### config.mk
export PLATFORM = sky130hd
export DESIGN_NAME = branch_predictor_btb
export DESIGN_NICKNAME = d
export VERILOG_FILES = /design/src/rtl/branch_predictor_btb.sv
export SDC_FILE = /design/constraint.sdc
export NUM_CORES = 1
export LEC_CHECK = 0
export CAP_MARGIN = 40
export CELL_PAD_IN_SITES_DETAIL_PLACEMENT = 1
export CELL_PAD_IN_SITES_GLOBAL_PLACEMENT = 2
export CORE_UTILIZATION = 46
export CTS_CLUSTER_SIZE = 10
export DETAILED_ROUTE_END_ITERATION = 6
export PLACE_DENSITY = 0.84
export RECOVER_POWER = 25
export SLEW_MARGIN = 20
export SYNTH_ARGS = -nofsm -noshare
export SYNTH_HDL_FRONTEND = slang
export SYNTH_SLANG_ARGS = --single-unit
export TNS_END_PERCENT = 50
### constraint.sdc
create_clock -name clk -period 5.5 [get_ports clk]
set_clock_uncertainty 0.05 [all_clocks]
set_input_delay 1.1 -clock clk [delete_from_list [all_inputs] [get_ports clk]]
set_output_delay 1.1 -clock clk [all_outputs]
set_load 0.03 [all_outputs]
### src/rtl/branch_predictor_btb.sv
// Direct-mapped BTB with per-entry saturating direction counters; combinational lookup, ID-stage training.
// Optional perf counters are enabled by defining BP_PERF_EN.
module branch_predictor_btb #(
  parameter int unsigned ENTRIES = 16,
  parameter int unsigned TAG_W   = 8,
  parameter int unsigned CNT_W   = 2,
  parameter int unsigned ADDR_W  = 32
) (
  input  logic              clk,
  input  logic              rst,
  input  logic [ADDR_W-1:0] lookup_pc_i,
  output logic              pred_hit_o,
  output logic              pred_taken_o,
  output logic [ADDR_W-1:0] pred_target_o,
  input  logic              upd_en_i,
  input  logic [ADDR_W-1:0] upd_pc_i,
  input  logic              upd_taken_i,
  input  logic [ADDR_W-1:0] upd_target_i,
  input  logic              upd_mispred_i,
`ifdef BP_PERF_EN
  output logic [31:0]       perf_lookup_o,
  output logic [31:0]       perf_update_o,
  output logic [31:0]       perf_mispred_o,
`endif
  input  logic              flush_i
);

  localparam int unsigned IDX_W = $clog2(ENTRIES);
  localparam int unsigned TAG_LO = IDX_W + 2;
  localparam int unsigned TAG_HI = IDX_W + 2 + TAG_W - 1;
  localparam logic [CNT_W-1:0] CNT_RST = CNT_W'((1 << (CNT_W - 1)) - 1);
  localparam logic [CNT_W-1:0] CNT_WT  = CNT_W'(1 << (CNT_W - 1));
  localparam logic [CNT_W-1:0] CNT_MAX = {CNT_W{1'b1}};

  logic [ENTRIES-1:0] valid_q, valid_d;
  logic [TAG_W-1:0]   tag_q    [ENTRIES];
  logic [TAG_W-1:0]   tag_d    [ENTRIES];
  logic [ADDR_W-1:0]  target_q [ENTRIES];
  logic [ADDR_W-1:0]  target_d [ENTRIES];
  logic [CNT_W-1:0]   cnt_q    [ENTRIES];
  logic [CNT_W-1:0]   cnt_d    [ENTRIES];

  logic [IDX_W-1:0] lk_idx_c, up_idx_c;
  logic [TAG_W-1:0] lk_tag_c, up_tag_c;
  logic             up_hit_c;

  assign lk_idx_c = lookup_pc_i[IDX_W+1:2];
  assign lk_tag_c = lookup_pc_i[TAG_HI:TAG_LO];
  assign up_idx_c = upd_pc_i[IDX_W+1:2];
  assign up_tag_c = upd_pc_i[TAG_HI:TAG_LO];
  assign up_hit_c = valid_q[up_idx_c] && (tag_q[up_idx_c] == up_tag_c);

  // Lookup reads only registered state, so a same-cycle update is not bypassed.
  assign pred_hit_o    = valid_q[lk_idx_c] && (tag_q[lk_idx_c] == lk_tag_c);
  assign pred_taken_o  = pred_hit_o && cnt_q[lk_idx_c][CNT_W-1];
  assign pred_target_o = pred_taken_o ? target_q[lk_idx_c] : lookup_pc_i + ADDR_W'(4);

  // Table next state: flush wins over update; not-taken misses never allocate.
  always_comb begin
    valid_d  = valid_q;
    tag_d    = tag_q;
    target_d = target_q;
    cnt_d    = cnt_q;
    if (flush_i) begin
      valid_d = '0;
      for (int i = 0; i < int'(ENTRIES); i++) cnt_d[i] = CNT_RST;
    end else if (upd_en_i) begin
      if (up_hit_c) begin
        if (upd_taken_i) begin
          if (cnt_q[up_idx_c] != CNT_MAX) cnt_d[up_idx_c] = cnt_q[up_idx_c] + CNT_W'(1);
          target_d[up_idx_c] = upd_target_i;
        end else if (cnt_q[up_idx_c] != '0) begin
          cnt_d[up_idx_c] = cnt_q[up_idx_c] - CNT_W'(1);
        end
      end else if (upd_taken_i) begin
        valid_d[up_idx_c]  = 1'b1;
        tag_d[up_idx_c]    = up_tag_c;
        target_d[up_idx_c] = upd_target_i;
        cnt_d[up_idx_c]    = CNT_WT;
      end
    end
  end

  always_ff @(posedge clk or negedge rst) begin
    if (!rst) begin
      valid_q <= '0;
      for (int i = 0; i < int'(ENTRIES); i++) begin
        tag_q[i]    <= '0;
        target_q[i] <= '0;
        cnt_q[i]    <= CNT_RST;
      end
    end else begin
      valid_q <= valid_d;
      for (int i = 0; i < int'(ENTRIES); i++) begin
        tag_q[i]    <= tag_d[i];
        target_q[i] <= target_d[i];
        cnt_q[i]    <= cnt_d[i];
      end
    end
  end

`ifdef BP_PERF_EN
  logic [31:0] perf_lookup_q, perf_lookup_d;
  logic [31:0] perf_update_q, perf_update_d;
  logic [31:0] perf_mispred_q, perf_mispred_d;

  // Saturating event counters; flush leaves them alone.
  always_comb begin
    perf_lookup_d  = perf_lookup_q;
    perf_update_d  = perf_update_q;
    perf_mispred_d = perf_mispred_q;
    if (perf_lookup_q != 32'hFFFF_FFFF) perf_lookup_d = perf_lookup_q + 32'd1;
    if (upd_en_i && perf_update_q != 32'hFFFF_FFFF) perf_update_d = perf_update_q + 32'd1;
    if (upd_en_i && upd_mispred_i && perf_mispred_q != 32'hFFFF_FFFF)
      perf_mispred_d = perf_mispred_q + 32'd1;
  end

  always_ff @(posedge clk or negedge rst) begin
    if (!rst) begin
      perf_lookup_q  <= '0;
      perf_update_q  <= '0;
      perf_mispred_q <= '0;
    end else begin
      perf_lookup_q  <= perf_lookup_d;
      perf_update_q  <= perf_update_d;
      perf_mispred_q <= perf_mispred_d;
    end
  end

  assign perf_lookup_o  = perf_lookup_q;
  assign perf_update_o  = perf_update_q;
  assign perf_mispred_o = perf_mispred_q;

  logic unused_pc_bits;
  assign unused_pc_bits = ^{lookup_pc_i[1:0], lookup_pc_i[ADDR_W-1:TAG_HI+1],
                            upd_pc_i[1:0], upd_pc_i[ADDR_W-1:TAG_HI+1]};
`else
  logic unused_pc_bits;
  assign unused_pc_bits = ^{lookup_pc_i[1:0], lookup_pc_i[ADDR_W-1:TAG_HI+1],
                            upd_pc_i[1:0], upd_pc_i[ADDR_W-1:TAG_HI+1], upd_mispred_i};
`endif

endmodule

==> results.tsv <==
stage	metric	value	unit
outcome	status	complete, but fails checks	
outcome	violations	capacitance limit, slew limit	
critical_path	start_kind	input pin	
logic_synthesis	synthFlopType	dfrtp_1	
routing	vias	20277	
place	placed_area	36300	sq um
pwr	peakVddDrop	0.241	mV
clock_tree	cts_buffers	81	
routing	routed_wl	95700	um
global_route	grt_max_degree	133	
global_route	overflow	0	
timing	setup_viol	0	
timing	slew_violations	358	
place	portBuffers	114	
logic_synthesis	synth_area_leaders	dfrtp_1 50%, mux2_2 17%, mux4_2 16%	
clock_tree	h-tree-depth	3	
clock_tree	cts.sinks	688	
routing	routed_via_density	6.19	
timing	hold_viol	0	
cells_and_area	fin_nets	2393	
critical_path	cp_num_buf_inv	3	
pwr	p_per_area	330	nW/um^2
floorplanning	pin_count	136	
floorplanning	core-area	72800	sq um
logic_synthesis	yosysWarnings	0	
critical_path	max_stage_delay	0.55	ns
cells_and_area	drive_above_1_share	0.454	
logic_synthesis	yosysTopAreaCell	dfrtp_1	
logic_synthesis	synthTopCellsByCount	672 x dfrtp_1, 514 x mux2_2, 235 x mux4_2	
pwr	leakage	17.6	nW
pwr	p_clk_frac	0.380	
logic_synthesis	syn_area_per_cell	15.5	sq um
clock_tree	cts_buffer_depth	3	
job	drv_cap	5	
timing	fin_tns_setup	0	ns
timing	finalCritPeriodShare	0.988	
critical_path	slowest_stage	mux4_2	
critical_path	crit_required	4.35	ns
logic_synthesis	synth_most_common_cell	dfrtp_1	
place	place_congestion	0.803	
clock_tree	ctsHoldBuffers	0	
timing	whs	0.450	ns
pwr	p_sw	3.20	mW
logic_synthesis	ys_seq_elements	688	
critical_path	cp_top_family	multiplexers	
critical_path	critPathCaptureType	primary output	
timing	fmax	184	MHz
cells_and_area	area_growth	14.2	%
logic_synthesis	syn_inst	2182	
clock_tree	worstSkewPairLatency	0.63	ns
logic_synthesis	synth_edf_count	0	
cells_and_area	fill_cells	6791	
routing	drt_iter0_drc	1281	
timing	relSlewSlack	-0.933	
pwr	p_seq_frac	0.477	
cells_and_area	antenna_cells	0	
timing	tightest_slew	2.90	ns
floorplanning	die_w	273	um
routing	post_drt_wl_per_cell	29.2	um
pwr	p_int	9.52	mW
clock_tree	cts-root-buf	clkbuf_16	
clock_tree	cts_tree	yes	
logic_synthesis	syn_area	33800	sq um
clock_tree	clk_pin_slew	0.05	ns
critical_path	crit_fanout	12	
critical_path	cp_common_cell	mux4_2	
place	dp_cells	3164	
logic_synthesis	ys_seq_area_frac	0.510	
cells_and_area	fin_area	38600	sq um
global_route	antenna_found_initial	1	
pwr	combPwrFrac	0.143	
floorplanning	start_util	0.464	
place	place_hpwl	57400	um
logic_synthesis	syn_nets	2287	
logic_synthesis	synthArstFlopShare	1.00	
global_route	grt_pass1_wl	149000	um
global_route	first_global_vias	23038	
routing	drcViolationCount	0	
critical_path	criticalPathCategory	input pin to primary output	
critical_path	arrival	4.29	ns
logic_synthesis	netlist.area_leader.share	0.498	
cells_and_area	fin_cells	3277	
timing	min_period	5.44	ns
routing	ant_nets	0	
logic_synthesis	yosysUniqueCellTypes	51	
critical_path	crit_chain	buf_8 -> mux4_2 -> mux4_2 -> xnor2_1 -> or3b_1 -> nor4_2 -> nand2_2 -> buf_12 -> mux2_4 -> dlygate4sd2_1	
pwr	switching_share	0.251	
routing	first_pass_iters	5	
floorplanning	die-area	74500	sq um
global_route	grt_use_total	0.267	
min_path	hp-class	flop to flop	
pwr	power.total	12.7	mW
floorplanning	die_h	273	um
floorplanning	rows	99	
-- cell usage in the layout, fill, tap and decap left out, types with 20 or more instances in the layout --
cell             netlist  layout
dfrtp_1              672     672
mux2_2               514     515
mux4_2               235     235
mux2_1               130     129
buf_4                  4      97
clkbuf_16              0      82
clkdlybuf4s50_1        0      73
mux2i_1               58      58
nor2_1                37      32
mux2_4                29      29
nand2_1               28      28
a21oi_1               28      27
nand3_1               31      22
xnor2_1               22      21
clkbuf_1             120      21
inv_1                 20      20
-- cell families after synthesis --
| kind of cell | after synthesis | share of synthesized area |
|---|---|---|
| and+or+nand+nor | 177 | 0.0302 |
| buffers and inverters | 209 | 0.0261 |
| muxes | 966 | 0.401 |
| AOI/OAI and AO/OA | 100 | 0.0210 |
| xor gates and xnor gates | 39 | 0.0101 |
| DFF | 688 | 0.510 |
| adders and majority gates | 3 | 0.00111 |
-- state kept, by name, summed over array words and instances, names as in the netlist --
register / count
cnt_q: 32
tag_q: 128
target_q: 512
valid_q: 16
-- final timing paths --
path / from / to / slack, ns / depth (start not counted)
max: lookup_pc_i[2] / pred_target_o[27] / 0.06 / 10
min: target_q[188] / target_q[188] / 0.45 / 1
max reg2reg: tag_q[71] / tag_q[127] / 1.98 / 8
max in group asynchronous: rst / target_q[195] / 0.95 / 2
min in group asynchronous: rst / tag_q[90] / 1.34 / 1
min reg2reg: target_q[188] / target_q[188] / 0.45 / 1
-- layout make-up --
class | instances | area (sq um) | area share
multi-input combinational | 1285 | 15800 | 0.409
clock buffer | 105 | 2210 | 0.0572
sequential | 688 | 17200 | 0.447
timing repair buffer | 211 | 2000 | 0.0518
inverter | 21 | 78.8 | 0.00204
clock inverter | 8 | 92.6 | 0.00240
tap | 959 | 1200 | 0.0311
-- power groups by stage --
stage / Sequential, mW / Clock (mW) / Combinational, mW
after floorplan: 5.98 / 0 / 1.29
after global placement: 6.05 / 0 / 1.74
after detailed placement: 6.13 / 0 / 1.83
after CTS: 6.06 / 4.94 / 1.84
after global routing: 6.14 / 5.11 / 1.96
final: 6.07 / 4.83 / 1.82
-- per-layer routing --
layer  track usage  part of all wire  vias up  routed length, um
li1              -                 -     8437                  -
met5             0           0.00013        -                 12
met1         0.352              0.42    11201              40100
met3        0.0346             0.036      178               3440
met4        0.0867             0.028        2               2720
met2         0.458              0.52      459              49500
-- per-stage QoR --
step	utilization	setup WS [ns]
4_1_cts	0.530	0.0467
5_1_grt	0.530	-0.00575
3_5_place_dp	0.499	-0.221
3_3_place_gp	0.498	-0.185
6_report	0.530	0.0637
2_1_floorplan	-	0.322
-- what timing repair did --
item                                   4_1_cts  5_1_grt
setup buffers                                0        0
endpoints found under the hold margin        0        0
pin swaps                                    0        1
setup endpoints to repair                   10       16
gates resized for setup                     12        5
No activity file was read; power rests on OpenSTA's default activity.
